File: src/rtl/aclk_key_ctrl_if.sv
// Keypad-side strobes and sequencer outputs for the alarm clock key controller.
interface aclk_key_ctrl_if;
  logic       one_second;
  logic       key_valid;
  logic [3:0] key;
  logic       shift;
  logic       load_alarm;
  logic       load_new_time;
  logic       show_alarm;
  logic       show_new_time;
  logic [2:0] digit_cnt;

  modport master (
    output one_second, key_valid, key,
    input  shift, load_alarm, load_new_time, show_alarm, show_new_time, digit_cnt
  );

  modport slave (
    input  one_second, key_valid, key,
    output shift, load_alarm, load_new_time, show_alarm, show_new_time, digit_cnt
  );
endinterface

File: src/rtl/aclk_key_ctrl.sv
// Key-entry sequencer for the alarm clock: digit entry, alarm/time commit, alarm view.
// Inactivity timeout is built only when ACLK_KEY_TIMEOUT_EN is defined.
module aclk_key_ctrl #(
  parameter int TIMEOUT = 10
) (
  input logic            clock,
  input logic            reset,
  aclk_key_ctrl_if.slave bus
);

  typedef enum logic [1:0] {
    IDLE       = 2'd0,
    ENTRY      = 2'd1,
    ALARM_VIEW = 2'd2
  } state_t;

  state_t     state_r, state_s;
  logic [2:0] digit_cnt_r, digit_cnt_s;
  logic       shift_r, shift_s;
  logic       load_alarm_r, load_alarm_s;
  logic       load_new_time_r, load_new_time_s;
  logic       show_alarm_r, show_new_time_r;
  logic       is_digit_s, is_alarm_s, is_time_s, key_ok_s, timeout_s;

  assign is_digit_s = bus.key_valid && (bus.key <= 4'd9);
  assign is_alarm_s = bus.key_valid && (bus.key == 4'hA);
  assign is_time_s  = bus.key_valid && (bus.key == 4'hB);
  assign key_ok_s   = is_digit_s || is_alarm_s || is_time_s;

`ifdef ACLK_KEY_TIMEOUT_EN
  localparam logic [3:0] TMO_LAST = 4'(TIMEOUT - 1);
  logic [3:0] tmo_r, tmo_s;

  // A tick that coincides with a real key is discarded, so it can never time out.
  assign timeout_s = bus.one_second && !key_ok_s && (state_r != IDLE) && (tmo_r == TMO_LAST);

  // Inactivity counter next value.
  always_comb begin
    tmo_s = tmo_r;
    if (key_ok_s || (state_s != state_r)) begin
      tmo_s = 4'd0;
    end else if (bus.one_second && (state_r != IDLE)) begin
      tmo_s = tmo_r + 4'd1;
    end else begin
      tmo_s = tmo_r;
    end
  end

  // Inactivity counter register.
  always_ff @(posedge clock or posedge reset) begin
    if (reset) begin
      tmo_r <= 4'd0;
    end else begin
      tmo_r <= tmo_s;
    end
  end
`else
  logic unused_s;
  assign unused_s  = bus.one_second;
  assign timeout_s = 1'b0;
`endif

  // Next state, digit count and pulse decode.
  always_comb begin
    state_s         = state_r;
    digit_cnt_s     = digit_cnt_r;
    shift_s         = 1'b0;
    load_alarm_s    = 1'b0;
    load_new_time_s = 1'b0;
    case (state_r)
      IDLE: begin
        if (is_digit_s) begin
          state_s     = ENTRY;
          shift_s     = 1'b1;
          digit_cnt_s = 3'd1;
        end else if (is_alarm_s) begin
          state_s = ALARM_VIEW;
        end else begin
          state_s = IDLE;
        end
      end
      ENTRY: begin
        if (is_digit_s) begin
          shift_s     = 1'b1;
          digit_cnt_s = (digit_cnt_r == 3'd4) ? 3'd4 : (digit_cnt_r + 3'd1);
        end else if (is_alarm_s && (digit_cnt_r == 3'd4)) begin
          load_alarm_s = 1'b1;
          state_s      = IDLE;
          digit_cnt_s  = 3'd0;
        end else if (is_time_s && (digit_cnt_r == 3'd4)) begin
          load_new_time_s = 1'b1;
          state_s         = IDLE;
          digit_cnt_s     = 3'd0;
        end else if (timeout_s) begin
          state_s     = IDLE;
          digit_cnt_s = 3'd0;
        end else begin
          state_s = ENTRY;
        end
      end
      ALARM_VIEW: begin
        // Any real key just leaves the view; a digit is swallowed, not shifted.
        if (key_ok_s || timeout_s) begin
          state_s = IDLE;
        end else begin
          state_s = ALARM_VIEW;
        end
      end
      default: begin
        state_s     = IDLE;
        digit_cnt_s = 3'd0;
      end
    endcase
  end

  // State and registered outputs.
  always_ff @(posedge clock or posedge reset) begin
    if (reset) begin
      state_r         <= IDLE;
      digit_cnt_r     <= 3'd0;
      shift_r         <= 1'b0;
      load_alarm_r    <= 1'b0;
      load_new_time_r <= 1'b0;
      show_alarm_r    <= 1'b0;
      show_new_time_r <= 1'b0;
    end else begin
      state_r         <= state_s;
      digit_cnt_r     <= digit_cnt_s;
      shift_r         <= shift_s;
      load_alarm_r    <= load_alarm_s;
      load_new_time_r <= load_new_time_s;
      show_alarm_r    <= (state_s == ALARM_VIEW);
      show_new_time_r <= (state_s == ENTRY);
    end
  end

  assign bus.shift         = shift_r;
  assign bus.load_alarm    = load_alarm_r;
  assign bus.load_new_time = load_new_time_r;
  assign bus.show_alarm    = show_alarm_r;
  assign bus.show_new_time = show_new_time_r;
  assign bus.digit_cnt     = digit_cnt_r;

endmodule

File: src/flat_wrapper.sv
// flat-port wrapper written by rule: the top's interface ports become plain ports
module aclk_key_ctrl_flat 
#(
  parameter int TIMEOUT = 10
)
  (clock, reset, bus_one_second, bus_key_valid, bus_key, bus_shift, bus_load_alarm, bus_load_new_time, bus_show_alarm, bus_show_new_time, bus_digit_cnt);
  aclk_key_ctrl_if bus_i ();
  input logic clock;
  input logic reset;
  input wire logic [$bits(bus_i.one_second)-1:0] bus_one_second;
  input wire logic [$bits(bus_i.key_valid)-1:0] bus_key_valid;
  input wire logic [$bits(bus_i.key)-1:0] bus_key;
  output wire logic [$bits(bus_i.shift)-1:0] bus_shift;
  output wire logic [$bits(bus_i.load_alarm)-1:0] bus_load_alarm;
  output wire logic [$bits(bus_i.load_new_time)-1:0] bus_load_new_time;
  output wire logic [$bits(bus_i.show_alarm)-1:0] bus_show_alarm;
  output wire logic [$bits(bus_i.show_new_time)-1:0] bus_show_new_time;
  output wire logic [$bits(bus_i.digit_cnt)-1:0] bus_digit_cnt;
  assign bus_i.one_second = bus_one_second;
  assign bus_i.key_valid = bus_key_valid;
  assign bus_i.key = bus_key;
  assign bus_shift = bus_i.shift;
  assign bus_load_alarm = bus_i.load_alarm;
  assign bus_load_new_time = bus_i.load_new_time;
  assign bus_show_alarm = bus_i.show_alarm;
  assign bus_show_new_time = bus_i.show_new_time;
  assign bus_digit_cnt = bus_i.digit_cnt;
  aclk_key_ctrl #(.TIMEOUT(TIMEOUT)) u_core (.clock(clock), .reset(reset), .bus(bus_i));
endmodule
File: config.mk
export PLATFORM = sky130hd
export DESIGN_NAME = aclk_key_ctrl_flat
export DESIGN_NICKNAME = d
export VERILOG_FILES = /design/src/rtl/aclk_key_ctrl_if.sv /design/src/rtl/aclk_key_ctrl.sv /design/src/flat_wrapper.sv
export SDC_FILE = /design/constraint.sdc
export NUM_CORES = 1
export LEC_CHECK = 0
export ABC_AREA = 1
export CORE_AREA = 2 2 39 41
export DETAILED_ROUTE_END_ITERATION = 16
export DIE_AREA = 0 0 41 43
export GPL_TIMING_DRIVEN = 0
export PLACE_DENSITY_LB_ADDON = 0.08
export SYNTH_ARGS = -nofsm -noshare
export SYNTH_HDL_FRONTEND = slang
export SYNTH_SLANG_ARGS = --single-unit
File: constraint.sdc
create_clock -name clock -period 2.2 [get_ports clock]
set_input_delay 0.33 -clock clock [delete_from_list [all_inputs] [get_ports clock]]
set_output_delay 0.33 -clock clock [all_outputs]
set_load 0.01 [all_outputs]
# [Word-level counts from Yosys, hierarchy flattened]
# Cells that the tools add are included.
# W data, S select, Z words.
[op_classes] n_addsub=1 order_cmp=1 eq_ne=9 n_mux=22 n_bitwise=1 reduce_logical=10
[ops] operator="$mux W3" n=5
[ops] operator="$mux W1" n=10
[ops] operator="$mux W2" n=5
[ops] operator="$pmux W3 S3" n=1
[ops] operator="$eq A4 B4 Y1 const B" n=2
[ops] operator="$pmux W2 S3" n=1
[ops] operator="$logic_and A1 B1 Y1" n=5
[ops] operator="$eq A2 B1 Y1 const B" n=2
[ops] operator="$eq A2 B2 Y1 const B" n=2
[ops] operator="$le A4 B4 Y1 const B" n=1
[ops] operator="$ne A4 B1 Y1 const B" n=1
[ops] operator="$add A3 B1 Y3 const B" n=1
[ops] operator="$eq A3 B3 Y1 const B" n=1
[ops] operator="$reduce_and A3 Y1" n=1
[ops] operator="$logic_not A2 Y1" n=1
[ops] operator="$logic_or A1 B1 Y1" n=2
[ops] operator="$ne A2 B1 Y1 const B" n=1
[ops] operator="$reduce_or A2 Y1" n=1
[ops] operator="$not A1 Y1" n=1
[totals] regBits=10 input_bits=8 out_inout_bits=8 word_cells=51

# [Logic depth before layout (Yosys ltp)]
[depth] depth_word=8 ltp_mapped=10 ltp_nobuf=10

# [Least setup slack after synthesis]
# Ideal clock, no wire load.
[synth_timing] path_type="flip-flop to flip-flop" start="reg u_core.digit_cnt_r[0] (netlist: u_core.bus.digit_cnt[0])" end="reg u_core.digit_cnt_r[0] (netlist: u_core.bus.digit_cnt[0])" arrival_ns=1.171 slack_ns=0.911 stages_incl_launch_ff=11 path_buffers=0 period_less_slack_ns=1.289 path_cell_list="dfrtp_1 > inv_1 > ha_1 > nand2_2 > clkinv_2 > nand3_4 > nand2_1 > inv_1 > nand2_1 > nand3_1 > nand2_1"
[synth_between] elab_chain_cells=5 word_cells_on_any_way=10 classes_between="1 x add/sub; 2 x eq/ne; 4 x mux; 3 x reduce/logical"
[synth_rtl] item="start: declaration" line_no="aclk_key_ctrl.sv:18" text="logic [2:0] digit_cnt_r, digit_cnt_s;"
[synth_rtl] item="start signal: assignment" line_no="aclk_key_ctrl.sv:128" text="digit_cnt_r <= digit_cnt_s;"
[synth_rtl] item="branches (longest 5 deep; another with $add A3 B1 Y3)"
# Parallel ways; which one is timed is not known.
# A chain may end at the register's enable or synchronous reset.

# [Worst setup path in the final report]
[layout_timing] start="reg u_core.digit_cnt_r[2] (netlist: u_core.bus.digit_cnt[2])" end="out bus_digit_cnt[2]"
[layout_lines] item="end: declaration" line_no="flat_wrapper.sv:18" text="output wire logic [$bits(bus_i.digit_cnt)-1:0] bus_digit_cnt;"
# No word-level cell between the ends.

==> summary.txt <==
Timing
  • Max_slew headroom: 76.1%
  • Crit share post-route: 72.2%
  • Clock Skew: 4.08 ps
  • Max frequency: 629 MHz
  • RSZ-0062 raised after global routing: false
  • Slew Limit Fails: 0
  • Tmin final: 1590 ps
  • Final setup viols: 0
  • Slew of the pin with the lowest slew margin: 358 ps
  • Final hold vios: 0
  • Setup TNS: 0 ps

Power and ir drop
  • P_sw: 0.202 mW
  • Sw Ratio: 32.9%
  • Maximum VDD drop: 285 uV
  • Clock power frac: 26.0%
  • Gate power share: 34.1%
  • P_int: 0.413 mW
  • Sequential Power Share: 39.9%
  • Cell leakage power: 0.386 nW
  • Pwr/cell area: 808 nW/um^2

Routing
  • Vias/cell: 4.89
  • Routed WL: 994 um
  • DRT iter0 DRCs: 2
  • DR WL/cell: 9.94 um
  • Vias: 489
  • Drt pass-1 iters: 4
  • DRC Markers: 0
  • Post-route ant nets: 0

Final layout
  • Final std cells w/o fill: 100
  • Area growth from synthesis to layout: 34.8%
  • Final-stage net count: 95
  • Share of layout cells above drive strength 1: 21.4%
  • ANT cells: 0

Floorplan
  • DIE AREA: 1760 um^2
  • Starting Density: 40.8%
  • Die width: 41 um
  • Core Area: 1380 um^2
  • Die Height: 43 um
  • Io pins: 16
  • Rows: 14

Setup path
  • CP required: 1870 ps
  • Critical path class: reg2out
  • CP delay by family, top: buffers and inverters
  • Arr. time, crit path: 1260 ps
  • Worst path slowest cell: clkdlybuf4s50_1
  • Crit path max fanout: 4
  • Critical-path cell list: clkdlybuf4s50_1
  • Crit end category: primary output
  • CP max stage delay: 570 ps
  • Worst Path Buf+Inv: 1
  • Startpoint types: flip-flop
  • FF-to-FF setup slack: 810 ps

Place
  • PortBufs: 14
  • Final GP Congestion: 0.809
  • Placed Cells: 96
  • Hpwl dp: 831 um

Synthesis
  • Synthesized area: 564 um^2
  • EDFF count, synth: 0
  • Post-synthesis sequential area ratio: 44.3%
  • Post-synth top area share: 44.3%
  • Top-count cell post-synth: nand2_1
  • Yosys Warn Count: 0
  • Largest cells by area after synthesis: dfrtp_1 (44%), nand2_1 (8.0%), nand3_1 (6.2%)
  • Post-synth top cells: nand2_1 (12), dfrtp_1 (10), inv_1 (8)
  • Top cell type by total area after synthesis: dfrtp_1
  • Avg Cell Area, Syn: 8.55 um^2
  • Ys async rst share: 100%
  • Post-Synthesis Cells: 66
  • Most used DFF post-synth: dfrtp_1
  • Post-synth cell types: 21
  • Synthesized Nets: 76
  • #FFs+latches synth: 10

Clock network
  • CTS clk-pin slew, worst paths: 70 ps
  • Post-cts hold buffer count: 0
  • Post-CTS Setup Bufs: 0
  • CTS tree: done
  • CTS Sinks: 10
  • Root Buffer: clkbuf_4
  • Clock Tree Buf Depth: 2
  • # H-tree levels: 1
  • TritonCTS buffer count: 3
  • Post-cts repair resize count: 0
  • Clk_lat worst skew: 260 ps

Status
  • Status: finished clean

Global route
  • Global route total overflow: 0
  • First-pass GRT wire length: 1680 um
  • Vias in the first global route: 428
  • Largest net degree at the start of global routing: 11
  • Initial antenna violation count: 0
  • Gr usage total: 14.2%

Flow run
  • Max-Cap Viols: 0

Worst hold path
  • Hold crit path type: in2async
[metrics by stage]
step / utilization [%] / area (um^2) / total power [mW] / setup slack (ps) / hold WS, ps
3_5_place_dp: 52.4 / 724 / 0.462 / 643 / 575
3_3_place_gp: 52.4 / 724 / 0.456 / 670 / 555
5_1_grt: 55.0 / 761 / 0.663 / 568 / 409
6_report: 55.0 / 761 / 0.615 / 611 / 332
4_1_cts: 55.0 / 761 / 0.623 / 611 / 341
2_1_floorplan: - / 564 / 0.368 / 911 / 170
[cell type report]
| cell class | instances | area, um^2 |
|---|---|---|
| tap | 16 | 20.0 |
| sequential | 10 | 250 |
| fill | 146 | 623 |
| clock buffer | 4 | 36.3 |
| multi-input combinational | 43 | 264 |
| inverter | 13 | 50.0 |
| timing repair buffer | 14 | 140 |
[power by group through the flow]
| stage | registers, mW | clock network (mW) | logic, mW |
|---|---|---|---|
| after floorplan | 0.253 | 0 | 0.115 |
| final | 0.245 | 0.160 | 0.210 |
| after global routing | 0.250 | 0.174 | 0.239 |
| after detailed placement | 0.248 | 0 | 0.214 |
| after global placement | 0.247 | 0 | 0.208 |
| after CTS | 0.245 | 0.165 | 0.213 |
[logic make-up (layout without fill, tap and decap cells)]
kind of cell / count (synthesis) / count (layout) / synth area share (%)
XOR/XNOR: 1 / 1 / 1.55
flip-flops: 10 / 10 / 44.3
adder cells (fa/ha/maj): 2 / 2 / 4.43
buffers and inverters: 13 / 31 / 8.87
AND/OR/NAND/NOR: 32 / 32 / 31.3
AO/OA/AOI/OAI: 8 / 8 / 9.53
[layer usage]
layer  vias to the layer above  routed length [um]  GRT usage [%]
met1                       222                 450           16.7
met2                        14                 484           22.5
met4                         0                  14           10.0
li1                        251                   -              -
met3                         2                  44           1.57
met5                         -                   0              0
[path summary, 6_finish.rpt]
path	from	end	cells past startpoint
worst max-delay path	u_core.bus.digit_cnt[2]	bus_digit_cnt[2]	1
worst min register to register	u_core.bus.digit_cnt[1]	u_core.bus.digit_cnt[1]	2
min in group clock	u_core.bus.digit_cnt[1]	u_core.bus.digit_cnt[1]	2
worst min-delay path	reset	u_core.state_r[0]	2
worst max register to register	u_core.bus.digit_cnt[0]	u_core.bus.digit_cnt[0]	10
max in group asynchronous	reset	u_core.bus.load_new_time	2
[registers in the layout, indices dropped and copies added (netlist names)]
name                      flops
u_core.state_r                2
u_core.bus.digit_cnt          3
u_core.bus.show_new_time      1
u_core.bus.show_alarm         1
u_core.bus.load_alarm         1
u_core.bus.load_new_time      1
u_core.bus.shift              1
[worst register-to-register path, stage by stage, from the launching register on]
cell      delay [ps]
dfrtp_1          410
inv_1             80
ha_1             210
nand2_2          100
clkinv_2         100
nand3_4          110
nand2_1           70
inv_1             60
nand2_1           40
nand3_1           60
nand2_1           50
[cells in the final DEF (no fill, tap or decap)]
| cell | count |
|---|---|
| nand2_2 | 3 |
| nor2_2 | 1 |
| inv_2 | 4 |
| nand4_1 | 1 |
| inv_1 | 8 |
| clkdlybuf4s50_1 | 14 |
| nand3_4 | 1 |
| a21oi_1 | 1 |
| o21ai_2 | 1 |
| o211ai_1 | 1 |
| nor2_4 | 1 |
| clkbuf_4 | 3 |
| nand3_1 | 7 |
| nand2_4 | 1 |
| o21ai_0 | 3 |
| nand2_1 | 12 |
| nor2_1 | 4 |
| dfrtp_1 | 10 |
| nand3_2 | 1 |
| o2bb2ai_1 | 2 |
| clkbuf_8 | 1 |
| ha_1 | 2 |
| clkinv_2 | 1 |
| xor2_1 | 1 |
Note: power is estimated with default switching activity, not from simulation.
